### src/rtl/debug_tx_sequencer.sv
// Streams a debug frame (header, pc, cycle count, register file) over a byte-wide UART handshake.
// Optional trailing XOR checksum byte when DEBUG_TX_CHECKSUM_EN is defined.
module debug_tx_sequencer #(
   parameter int unsigned          LEN      = 32,
   parameter int unsigned          N_REGS   = 32,
   parameter int unsigned          LEN_DATA = 8,
   parameter logic [LEN_DATA-1:0]  HEADER   = 8'hA5
) (
   input  logic                  clk,
   input  logic                  reset,
   input  logic                  start,
   input  logic [LEN-1:0]        pc,
   input  logic [LEN-1:0]        ciclos,
   input  logic [LEN*N_REGS-1:0] regs,
   input  logic                  tx_done,
   output logic                  tx_start,
   output logic [LEN_DATA-1:0]   uart_data_out,
   output logic                  busy,
   output logic                  done
);

   localparam int unsigned WordW = $clog2(N_REGS + 2);
   localparam logic [WordW-1:0] LastWord = WordW'(N_REGS + 1);

   typedef enum logic [2:0] {
      StIdle,
      StSend,
      StWait,
      StNext,
`ifdef DEBUG_TX_CHECKSUM_EN
      StCheck,
`endif
      StFinish
   } state_e;

   state_e                state_q, state_d;
   logic [LEN-1:0]        pc_q, pc_d;
   logic [LEN-1:0]        ciclos_q, ciclos_d;
   logic [LEN*N_REGS-1:0] regs_q, regs_d;
   logic [WordW-1:0]      word_q, word_d;
   logic [1:0]            byte_q, byte_d;
   logic                  hdr_q, hdr_d;
`ifdef DEBUG_TX_CHECKSUM_EN
   logic [LEN_DATA-1:0]   csum_q, csum_d;
   logic                  chk_q, chk_d;
`endif

   logic [LEN-1:0]      word_sel;
   logic [LEN_DATA-1:0] cur_byte;
   logic [LEN_DATA-1:0] out_byte;
   logic                last_byte;
   int unsigned         ridx;

   // Word 0 is pc, word 1 is ciclos, words 2.. are the register file.
   always_comb begin
      ridx = 32'(word_q) - 32'd2;
      if (word_q < WordW'(2) || ridx >= N_REGS) ridx = 0;
      if (word_q == '0)              word_sel = pc_q;
      else if (word_q == WordW'(1))  word_sel = ciclos_q;
      else                           word_sel = regs_q[ridx*LEN +: LEN];
      cur_byte  = hdr_q ? HEADER : word_sel[32'(byte_q)*LEN_DATA +: LEN_DATA];
      last_byte = !hdr_q && (byte_q == 2'd3) && (word_q == LastWord);
`ifdef DEBUG_TX_CHECKSUM_EN
      out_byte  = chk_q ? csum_q : cur_byte;
`else
      out_byte  = cur_byte;
`endif
   end

   always_comb begin
      state_d       = state_q;
      pc_d          = pc_q;
      ciclos_d      = ciclos_q;
      regs_d        = regs_q;
      word_d        = word_q;
      byte_d        = byte_q;
      hdr_d         = hdr_q;
`ifdef DEBUG_TX_CHECKSUM_EN
      csum_d        = csum_q;
      chk_d         = chk_q;
`endif
      tx_start      = 1'b0;
      uart_data_out = '0;
      busy          = 1'b0;
      done          = 1'b0;
      case (state_q)
         StIdle: begin
            if (start) begin
               pc_d     = pc;
               ciclos_d = ciclos;
               regs_d   = regs;
               word_d   = '0;
               byte_d   = '0;
               hdr_d    = 1'b1;
`ifdef DEBUG_TX_CHECKSUM_EN
               csum_d   = '0;
               chk_d    = 1'b0;
`endif
               state_d  = StSend;
            end
         end
         StSend: begin
            busy          = 1'b1;
            tx_start      = 1'b1;
            uart_data_out = cur_byte;
`ifdef DEBUG_TX_CHECKSUM_EN
            csum_d        = csum_q ^ cur_byte;
`endif
            state_d       = StWait;
         end
         StWait: begin
            busy          = 1'b1;
            uart_data_out = out_byte;
            if (tx_done) state_d = StNext;
         end
         StNext: begin
            busy          = 1'b1;
            uart_data_out = out_byte;
`ifdef DEBUG_TX_CHECKSUM_EN
            if (chk_q)          state_d = StFinish;
            else if (last_byte) state_d = StCheck;
`else
            if (last_byte)      state_d = StFinish;
`endif
            else begin
               state_d = StSend;
               if (hdr_q) begin
                  hdr_d = 1'b0;
               end else begin
                  byte_d = byte_q + 2'd1;
                  if (byte_q == 2'd3) word_d = word_q + WordW'(1);
               end
            end
         end
`ifdef DEBUG_TX_CHECKSUM_EN
         StCheck: begin
            busy          = 1'b1;
            tx_start      = 1'b1;
            uart_data_out = csum_q;
            chk_d         = 1'b1;
            state_d       = StWait;
         end
`endif
         StFinish: begin
            done    = 1'b1;
            state_d = StIdle;
         end
         default: state_d = StIdle;
      endcase
   end

   always_ff @(posedge clk) begin
      if (!reset) begin
         state_q  <= StIdle;
         pc_q     <= '0;
         ciclos_q <= '0;
         regs_q   <= '0;
         word_q   <= '0;
         byte_q   <= '0;
         hdr_q    <= 1'b0;
`ifdef DEBUG_TX_CHECKSUM_EN
         csum_q   <= '0;
         chk_q    <= 1'b0;
`endif
      end else begin
         state_q  <= state_d;
         pc_q     <= pc_d;
         ciclos_q <= ciclos_d;
         regs_q   <= regs_d;
         word_q   <= word_d;
         byte_q   <= byte_d;
         hdr_q    <= hdr_d;
`ifdef DEBUG_TX_CHECKSUM_EN
         csum_q   <= csum_d;
         chk_q    <= chk_d;
`endif
      end
   end

endmodule
### config.mk
export PLATFORM = sky130hd
export DESIGN_NAME = debug_tx_sequencer
export DESIGN_NICKNAME = d
export VERILOG_FILES = /design/src/rtl/debug_tx_sequencer.sv
export SDC_FILE = /design/constraint.sdc
export NUM_CORES = 2
export LEC_CHECK = 0
export ABC_AREA = 1
export ABC_CLOCK_PERIOD_IN_PS = 2430
export BUFFER_PORTS_ARGS = -buffer_cell sky130_fd_sc_hd__buf_2
export CELL_PAD_IN_SITES_DETAIL_PLACEMENT = 0
export CELL_PAD_IN_SITES_GLOBAL_PLACEMENT = 1
export CORE_AREA = 5 5 421 423
export DETAILED_ROUTE_END_ITERATION = 8
export DIE_AREA = 0 0 426 428
export HOLD_SLACK_MARGIN = 0.03
export PLACE_DENSITY_LB_ADDON = 0.12
export SYNTH_ARGS = -nofsm -noshare
export SYNTH_HDL_FRONTEND = slang
export SYNTH_SLANG_ARGS = --single-unit
export TNS_END_PERCENT = 10
### constraint.sdc
create_clock -name clk -period 2.43 [get_ports clk]
set_input_delay 0.1215 -clock clk [delete_from_list [all_inputs] [get_ports clk]]
set_output_delay 0.1215 -clock clk [all_outputs]
set_load 0.01 [all_outputs]
==> run metrics <==
Placed Area 60840 um^2; Final Hold Fails 0; Fin Hold WS between 0.15 and 0.2 ns; Tmin final around 3.9 ns; max_slew headroom 28.71%; port buffer count about 1100; RSZ-0062 raised after global routing true; Die Ht 428 um; clock sink total 1100; Clock Latency Late Sink between 0.7 and 0.8 ns; # H-tree levels 4; antenna viol nets, final 0; num ports around 1100; Hold Crit Class in2reg; path type of the worst setup path reg2out; Final WS setup -1.455 ns; family with the most delay on the worst path simple AND/OR/NAND/NOR gates; register area share after synthesis a little over two fifths; most common flop cell mapped by yosys dfxtp_1; Site Rows approximately 150; actual slew at the worst max-slew pin roughly 1.1 ns; drt initial violations about 5300; Initial Util approximately 29%; Reg clk slew, reported paths roughly 0.06 ns; CTS max path bufs 3; critical path's largest stage delay about 0.32 ns; crit start category flip-flop; DR pass1 iterations 6; Max-Cap Viols 0; average wire per standard cell around 28 um; WP data required roughly 2.3 ns; Overflow after GRT 0; placed wire-length estimate around 240 mm; Sum Neg Setup Slack -11.32 ns; Chip Width between 400 and 500 um; Mapped Cells ~7200; Layout area overhead 63.30%; nets ~11000; Final setup violation count 9; Crit. End Element output port; failing checks negative setup slack; CTS Buf Count 139; core box area approximately 170000 um^2; clk_skew between 0.02 and 0.025 ns; Achievable Freq approximately 260 MHz; cell area after layout 82240 um^2; Pwr per Cell Area ~660 nW/um^2; Final Wtd Congestion between 0.9 and 1; largest net degree at the start of global routing 164; max-slew violations 0; Slowest-stage cell, CP dfxtp_2; Clock Tree Root clkbuf_16; GRT Overall Usage between 30% and 40%; status finished with violations; Worst EP arrival around 3.8 ns; vias in the first global route around 64000; #FFs+latches synth 1100; Ys Warns 0; Post-synth EDFFs 0; drt via density ~5.3; Design Power between 50 and 60 mW; Crit Path Max Fanout 13; VDD IR max between 0.6 and 0.7 mV; # DRC 0; Syn Area/Cell roughly 7.0 um^2; Core Util, Final roughly 48%; Worst Path Buf+Inv 8; share of layout cells above drive strength 1 between 20% and 30%; initial antenna violation count 163; first-pass GRT wire length between 400 and 500 mm; synthesized cell area 50360 um^2; syn nets around 8300; asr flop ratio synth 0%; TritonCTS clock tree done; fin crit share 159.9%; most frequent cell on the critical path nand2_1; CP Cell Sequence buf_4 > nor2_4 > nand2_4 > nand2_4 > nand2_8 > buf_6 > nand3_4 > buf_12 > clkinv_16 > buf_12 > buf_16 > buf_4 > o211ai_1 > nand3_1 > nand3_2 > nand3_4 > nand3_1 > nand2_1 > nand2_1 > nand2_1 > nand2_1 > nand2_2 > nor2_4 > buf_6; post-synthesis cell type count 28; LEAKAGE between 30 and 40 nW; final WL 330.9 mm; Die ar. roughly 180000 um^2; Vias 63630
area by class of cell:
cell class / count / area [um^2]
fill: 17610 / 90820
multi-input combinational: 5035 / 26570
timing repair buffer: 2795 / 24200
sequential: 1100 / 22030
clock buffer: 191 / 4016
tap: 2325 / 2909
inverter: 355 / 1375
clock inverter: 52 / 815.8
antenna: 125 / 312.8
timing repair inverter: 1 / 8.758
state kept, by name, indices dropped and copies added, names as in the netlist:
name	count
regs_q	1024
word_q	6
state_q	3
byte_q	2
pc_q	32
ciclos_q	32
hdr_q	1
cell usage in the layout, fill, tap and decap left out, drive strengths merged:
master,netlist,routed
a21oi,1164,1164
clkinvlp,0,6
buf,196,1593
dlygate4sd3,0,1185
nand2,1613,1613
nand3,1481,1481
inv,354,358
a2111oi,1,1
xor2,1,1
diode,0,125
nor3,8,8
and3,1,1
ha,6,6
dfxtp,1100,1100
nand4,157,157
bufinv,0,16
nor2,43,43
a22oi,1,1
o211ai,256,256
o21ai,297,297
a211oi,3,3
clkinv,1,28
nor3b,3,3
clkbuf,520,198
bufbuf,0,10
cells in the mapped netlist, drive strengths merged, types with 3 or more instances:
library cell  instances  area [um^2]
nor3b                 3        22.52
ha                    6        75.07
clkbuf              520         1952
a211oi                3        22.52
o211ai              256         1922
dfxtp              1100        22020
inv                 354         1329
nor2                 43        163.9
buf                 196        993.5
nand4               157        982.2
nand2              1613         6067
o21ai               297         1486
a21oi              1164         5826
nor3                  8        40.04
nand3              1481         7422
power breakdown:
group / internal (mW) / total [mW] / switching [mW]
registers: 19.7 / 20.8 / 1.02
logic: 4.45 / 11.0 / 6.59
clock network: 13.3 / 22.2 / 8.85
stage by stage:
step	setup slack (ns)	instances
finish	-1.455	11980
global route	-1.555	11960
CTS	-1.443	11840
detailed placement	-1.235	10340
global placement	-1.259	10340
floorplan	0.02875	7206
worst reg2reg max path, cell delays in order (launching register included):
cell and delay [ns]:
dfxtp_1 0.42, nor2_4 0.06, inv_2 0.07, nor2_4 0.05, buf_4 0.17, nand2_4 0.17
buf_12 0.28, buf_4 0.23, o21ai_0 0.07, dlygate4sd3_1 0.59, a21oi_1 0.13
cells by family after synthesis:
| family | after synthesis | synth area share, % |
|---|---|---|
| flops | 1100 | 43.73 |
| buf+inv | 1071 | 8.495 |
| simple gates | 3306 | 29.20 |
| xor+xnor | 1 | 0.01739 |
| compound gates | 1722 | 18.41 |
| fa+ha+maj | 6 | 0.1491 |
layer usage:
layer  vias to the layer above  GRT usage [%]  part of all wire [%]
met5                         -              0                 0.021
met1                     30890          39.26                    38
met4                        10          22.93                   8.0
met3                       865          4.007                   4.8
li1                      29250              -                     -
met2                      2614          60.38                    49
timing repair:
| item | CTS | global route |
|---|---|---|
| setup endpoints to repair | 8 | 72 |
| hold buffers | 1185 | 0 |
| resized for setup | 455 | 136 |
| gates cloned | 29 | 7 |
| endpoints found under the hold margin | 1094 | 0 |
| pin swaps | 142 | 94 |
| setup buffers | 55 | 8 |
final timing paths:
| path | depth (start not counted) | startpoint | slack, ns | endpoint |
|---|---|---|---|---|
| hold reg to reg | 2 | regs_q[318] | 0.45 | regs_q[318] |
| setup reg to reg | 10 | state_q[1] | 0.11 | regs_q[563] |
| setup / recovery | 24 | word_q[2] | -1.45 | uart_data_out[4] |
| hold / removal | 4 | pc[24] | 0.17 | pc_q[24] |
Note: power is estimated with default switching activity, not from simulation.
